==> config.mk <==
export PLATFORM = sky130hd
export DESIGN_NAME = argmin_pipe
export DESIGN_NICKNAME = d
export VERILOG_FILES = /design/src/rtl/argmin_pipe.sv
export SDC_FILE = /design/constraint.sdc
export NUM_CORES = 2
export LEC_CHECK = 0
export CAP_MARGIN = 20
export CORE_AREA = 2 2 231 324
export DETAILED_ROUTE_END_ITERATION = 12
export DIE_AREA = 0 0 233 326
export GPL_TIMING_DRIVEN = 0
export PLACE_DENSITY = 0.87
export SKIP_CTS_REPAIR_TIMING = 1
export SYNTH_ARGS = -nofsm -noshare
export SYNTH_HDL_FRONTEND = slang
export SYNTH_SLANG_ARGS = --single-unit
==> constraint.sdc <==
create_clock -name clk -period 53.9 [get_ports clk]
set_clock_uncertainty 0.1 [all_clocks]
set_input_delay 5.39 -clock clk [delete_from_list [all_inputs] [get_ports clk]]
set_output_delay 5.39 -clock clk [all_outputs]
set_load 0.05 [all_outputs]
==> src/rtl/argmin_pipe.sv <==
// Pipelined argmin tree over NUM_INP unsigned costs with a valid/ready stream and lowest-index tie-break.
// Optional feature macro: ARGMIN_PIPE_SECOND_EN adds runner-up tracking and the uniqueness flag.
module argmin_pipe #(
    parameter int unsigned WIDTH       = 8,
    parameter int unsigned NUM_INP     = 64,
    parameter int unsigned UNIQ_MARGIN = 4,
    parameter int unsigned ADDR_WIDTH  = $clog2(NUM_INP)
) (
    input  logic                     clk,
    input  logic                     rst,
    input  logic                     in_valid,
    output logic                     in_ready,
    input  logic [WIDTH*NUM_INP-1:0] inp,
    output logic                     out_valid,
    input  logic                     out_ready,
    output logic [WIDTH-1:0]         outp,
    output logic [ADDR_WIDTH-1:0]    outp_addr,
    output logic [WIDTH-1:0]         outp_second,
    output logic                     outp_unique
);

    localparam int unsigned LEVELS = $clog2(NUM_INP);

    // Element count of tree level k (level 0 is the raw input vector).
    function automatic int unsigned level_size(input int unsigned k);
        int unsigned n = NUM_INP;
        for (int unsigned i = 0; i < k; i++) n = (n + 1) / 2;
        return n;
    endfunction

    // Offset of level k within the flattened node arrays.
    function automatic int unsigned level_base(input int unsigned k);
        int unsigned b = 0;
        for (int unsigned i = 0; i < k; i++) b += level_size(i);
        return b;
    endfunction

    localparam int unsigned TOTAL = level_base(LEVELS + 1);

    if (NUM_INP < 2 || NUM_INP > 256 || UNIQ_MARGIN >= (1 << (WIDTH + 1))) begin : g_bad_param
        $error("argmin_pipe: illegal parameter value");
    end

    logic              advance;
    logic [LEVELS-1:0] stage_valid;

    assign advance   = !out_valid || out_ready;
    assign in_ready  = advance;
    assign out_valid = stage_valid[LEVELS-1];

    // Valid bits shift alongside the data; a bubble is simply a cleared bit.
    always_ff @(posedge clk or posedge rst) begin
        if (rst) begin
            stage_valid <= '0;
        end else if (advance) begin
            stage_valid[0] <= in_valid;
            for (int k = 1; k < LEVELS; k++) stage_valid[k] <= stage_valid[k-1];
        end
    end

    logic [WIDTH-1:0]      node_cost [TOTAL];
    logic [ADDR_WIDTH-1:0] node_addr [TOTAL];
`ifdef ARGMIN_PIPE_SECOND_EN
    logic [WIDTH-1:0]      node_min2 [TOTAL];
`endif

    for (genvar i = 0; i < NUM_INP; i++) begin : g_src
        assign node_cost[i] = inp[WIDTH*i +: WIDTH];
        assign node_addr[i] = ADDR_WIDTH'(i);
`ifdef ARGMIN_PIPE_SECOND_EN
        assign node_min2[i] = '1;
`endif
    end

    for (genvar k = 0; k < LEVELS; k++) begin : g_level
        localparam int unsigned NI = level_size(k);
        localparam int unsigned NO = level_size(k + 1);
        localparam int unsigned BI = level_base(k);
        localparam int unsigned BO = level_base(k + 1);

        for (genvar j = 0; j < NO; j++) begin : g_node
            localparam int unsigned A = BI + 2 * j;

            logic [WIDTH-1:0]      d_cost, q_cost;
            logic [ADDR_WIDTH-1:0] d_addr, q_addr;
`ifdef ARGMIN_PIPE_SECOND_EN
            logic [WIDTH-1:0]      d_min2, q_min2;
`endif

            if (2 * j + 1 < NI) begin : g_pair
                // Lower index wins ties, so the comparison is non-strict in its favour.
                logic a_wins;
                assign a_wins = node_cost[A] <= node_cost[A+1];
                assign d_cost = a_wins ? node_cost[A] : node_cost[A+1];
                assign d_addr = a_wins ? node_addr[A] : node_addr[A+1];
`ifdef ARGMIN_PIPE_SECOND_EN
                logic [WIDTH-1:0] win_min2, lose_min1;
                assign win_min2  = a_wins ? node_min2[A] : node_min2[A+1];
                assign lose_min1 = a_wins ? node_cost[A+1] : node_cost[A];
                assign d_min2    = (lose_min1 < win_min2) ? lose_min1 : win_min2;
`endif
            end else begin : g_pass
                assign d_cost = node_cost[A];
                assign d_addr = node_addr[A];
`ifdef ARGMIN_PIPE_SECOND_EN
                assign d_min2 = node_min2[A];
`endif
            end

            always_ff @(posedge clk or posedge rst) begin
                if (rst) begin
                    q_cost <= '0;
                    q_addr <= '0;
`ifdef ARGMIN_PIPE_SECOND_EN
                    q_min2 <= '0;
`endif
                end else if (advance) begin
                    q_cost <= d_cost;
                    q_addr <= d_addr;
`ifdef ARGMIN_PIPE_SECOND_EN
                    q_min2 <= d_min2;
`endif
                end
            end

            assign node_cost[BO+j] = q_cost;
            assign node_addr[BO+j] = q_addr;
`ifdef ARGMIN_PIPE_SECOND_EN
            assign node_min2[BO+j] = q_min2;
`endif
        end
    end

    assign outp      = node_cost[TOTAL-1];
    assign outp_addr = node_addr[TOTAL-1];

`ifdef ARGMIN_PIPE_SECOND_EN
    localparam logic [WIDTH:0] MARGIN = (WIDTH + 1)'(UNIQ_MARGIN);

    // second >= best always holds, so the widened difference never wraps.
    logic [WIDTH:0] gap;
    assign outp_second = node_min2[TOTAL-1];
    assign gap         = {1'b0, outp_second} - {1'b0, outp};
    assign outp_unique = out_valid && (gap >= MARGIN);
`else
    assign outp_second = '1;
    assign outp_unique = 1'b1;
`endif

endmodule

==> run summary <==
The total count of max-transition violations in the final report is 0. In this run the critical register-to-register path is captured at g_level[0].g_node[25].q_addr[0]. The async set-reset flop share out of synthesis is 1.000. Once layout is complete, the cells apart from fillers number 6,931. After floorplanning, the core was divided into 118 placement rows. In the final timing run, aggregate negative setup slack is 0 ps.

STA classifies the critical path startpoint as an input pin. The power density over the cells came out at 54.13 nW/µm². The number of clock sinks came out at 657.

Summing over every cut layer, the via total after detailed routing is 44,010. The tree is rooted in a sky130_fd_sc_hd__clkbuf_16. The initial standard-cell utilization of the core is 0.6103. The number of antenna cells inserted is 0. The clock input transition at the sequential cells of the worst setup and hold paths came out at 60 ps.

The violation count after the first detailed-routing iteration is 3,620. The final net count is 6,943. The number of top-level pins is 541. The post-detailed-route DRC marker count is 0. After legalization and detailed placement, the total HPWL measured 105,800 µm. The critical path is of the input pin to output port type. The share of synthesized area in the top cell type comes to 0.3671. The die outline height came out at 326 µm. The class of the worst hold path is register to register. Entering global routing, the biggest net connects 138 pins.

The static leakage power came out at 24.22 nW. The run finished with clean final reports. Synthesis inferred 657 register bits. The area of the die is 75,960 µm². The worst hold path terminates at stage_valid[5]. Ranked by total cell area, the synthesized netlist is headed by sky130_fd_sc_hd__dfrtp_1 (37%), sky130_fd_sc_hd__ha_1 (14%), sky130_fd_sc_hd__a31oi_1 (8.0%).

The average wire per standard cell is 19.93 µm. For this run, the leading register cell type out of synthesis is sky130_fd_sc_hd__dfrtp_1. The top cell types in the final layout, fill and taps aside, are sky130_fd_sc_hd__dfrtp_1 (657), sky130_fd_sc_hd__nor2_1 (629), sky130_fd_sc_hd__nand3_1 (572), sky130_fd_sc_hd__a31oi_1 (572), sky130_fd_sc_hd__o21ai_0 (548). The total overflow reported by the global router is 0. The actual slew at the worst max-slew pin came out at 1199 ps. The clock period minus worst slack is 13,400 ps. The startpoint identified for the worst hold timing path is stage_valid[4]. The number of endpoints failing setup at the final stage came out at 0. The initial antenna violation count is 1. The port buffer count is 531. The critical path capture point type is an output port. The remaining number of nets flagged by the antenna check after routing came out at 0. The startpoint identified for the worst register-to-register timing path is stage_valid[5]. The fraction of layout instances using a drive strength above 1 came out at 0.09362. The number of H-tree levels is 3.

The instance count along the most critical hold path is 1. The relative slew slack is 0.2005. The dominant cell type by area after synthesis is sky130_fd_sc_hd__dfrtp_1. The area added between synthesis and finish came out at 20.03%. The post-synthesis cell area is 44,780 µm². The required time of the critical path is 48,410 ps.

The final cycle utilization of the critical path is 0.2486. Of the total power, the share spent switching nets is 0.4508. The combinational share of power came out at 0.511. The worst-case IR drop observed on VDD is 0.02737 mV. The part of the Yosys area used for sequential elements is 0.3671. The analysis attributes to net switching a power of 1.312 mW. Leaving out fill and tap cells, the most frequent cell in the layout is sky130_fd_sc_hd__dfrtp_1. The number of buffers on the longest clock path came out at 3. The area of all placed cells without fillers is 53,760 µm². The clock insertion delay at the later pin of the skew report came out at 610 ps. In the routed layout, each cell is associated on average with a via count of 6.349. The register-to-register setup slack is 51,410 ps. The number of synthesized flops with an enable pin is 0. The number of global-route vias before repair came out at 44,310. The post-detailed-placement cell area is 51,480 µm². TritonCTS built the clock tree. The cell-internal power came out at 1.598 mW.

The total routed wirelength came out at 138,200 µm. Synthesis handed over a netlist of 5,310 instances. The number of failing hold endpoints at the final stage was 0. The share of total power dissipated in sequential elements is 0.322. After synthesis, the mean cell area works out to 8.434 µm². In this run, placement finished with an instance count of 6,814. Across the run, the number of max-cap violations was 0. The total clock buffers created by CTS came out at 67.

The weighted congestion reported at the end of routability-driven placement came out at 0.9762. Setup repair after global routing left no endpoint under its margin. The arrival time reported for the critical path endpoint came out at 7910 ps. The worst-case reg-to-reg path depth came out at 7.

The horizontal extent of the die is 233 µm. The overall fraction of global-route tracks in use is 0.3614. The first global-routing pass estimated 221,700 µm of wire.

The achievable frequency is 74.63 MHz. The length of the first detailed-routing pass in iterations came out at 8. The yosys synthesis warning count came out at 0. The placeable core region came out at 73,380 µm². The clock power share is 0.168.

The count of cell types in the netlist is 34. The largest fanout on the critical path is 10.
[cell families (layout without fill, tap and decap cells)]
kind of cell | Yosys count | in the layout | share of synthesized area
adders and majority gates | 504 | 504 | 0.1408
DFF | 657 | 657 | 0.3671
AOI/OAI and AO/OA | 1715 | 1715 | 0.2328
other | 1 | 9 | 0.00008373
and+or+nand+nor | 1682 | 1682 | 0.1860
buffers and inverters | 751 | 1404 | 0.07323
[power by group through the flow]
stage                     registers (mW)  clock network [mW]  logic (mW)
after global routing               0.955               0.509        1.65
after detailed placement           0.932                   0        1.46
final                              0.936               0.488        1.49
after floorplan                    0.865                   0        1.08
after CTS                          0.927               0.490        1.47
after global placement             0.928                   0        1.39
[worst max path at each step]
stage	startpoint	end	slack, ps	cells after the start
6_report	out_ready	in_ready	40500	8
5_1_grt	out_ready	in_ready	40450	8
4_1_cts	out_ready	in_ready	40480	8
3_5_place_dp	out_ready	in_ready	40490	8
3_3_place_gp	rst	g_level[0].g_node[22].q_cost[0]	23560	2
2_1_floorplan	rst	g_level[0].g_node[0].q_addr[0]	30000	1
[flip-flops by register name, summed over array words and instances (netlist names)]
name,flops
stage_valid,6
g_level.g_node.q_addr,141
g_level.g_node.q_cost,496
outp,8
outp_addr,6
[cell type report]
| class | count | area (µm²) |
|---|---|---|
| tap | 960 | 1201 |
| timing repair buffer | 536 | 5453 |
| inverter | 506 | 1909 |
| buffer | 245 | 1378 |
| clock buffer | 100 | 2058 |
| multi-input combinational | 3910 | 25090 |
| clock inverter | 17 | 221.5 |
| fill | 5565 | 19620 |
| sequential | 657 | 16440 |
[critical path, cell delays in order]
cell	delay [ps]
sky130_fd_sc_hd__clkdlybuf4s50_1	500
sky130_fd_sc_hd__nor2b_4	50
sky130_fd_sc_hd__buf_6	150
sky130_fd_sc_hd__inv_4	70
sky130_fd_sc_hd__buf_4	160
sky130_fd_sc_hd__buf_2	390
sky130_fd_sc_hd__buf_2	320
sky130_fd_sc_hd__clkdlybuf4s50_1	840
[synth_stat cells, drive strengths merged, types with 2 or more instances]
cell / number
a211o: 63
a211oi: 63
a21oi: 189
a31oi: 572
buf: 202
clkbuf: 43
dfrtp: 657
ha: 504
inv: 506
nand2: 204
nand2b: 2
nand3: 572
nand4: 126
nor2: 651
nor2b: 127
o211ai: 63
o21ai: 765
[routing by layer]
metal | global-route usage | share of wire
met5 | 0 | 0.000065
met4 | 0.1951 | 0.060
met3 | 0.05506 | 0.068
met2 | 0.6326 | 0.50
met1 | 0.4233 | 0.38
[through the flow]
step                      worst slack, ps  hold WS (ps)  total power [mW]    util
final                               40500         361.9             2.910  0.7326
after global routing                40450         386.2             3.119  0.7326
after detailed placement            40490         344.6             2.388  0.7015
after CTS                           40480         362.6             2.889  0.7326
after floorplan                     30000         330.0             1.943       -
after global placement              23560         343.7             2.316  0.6995
(Power assumes the default switching activity.)
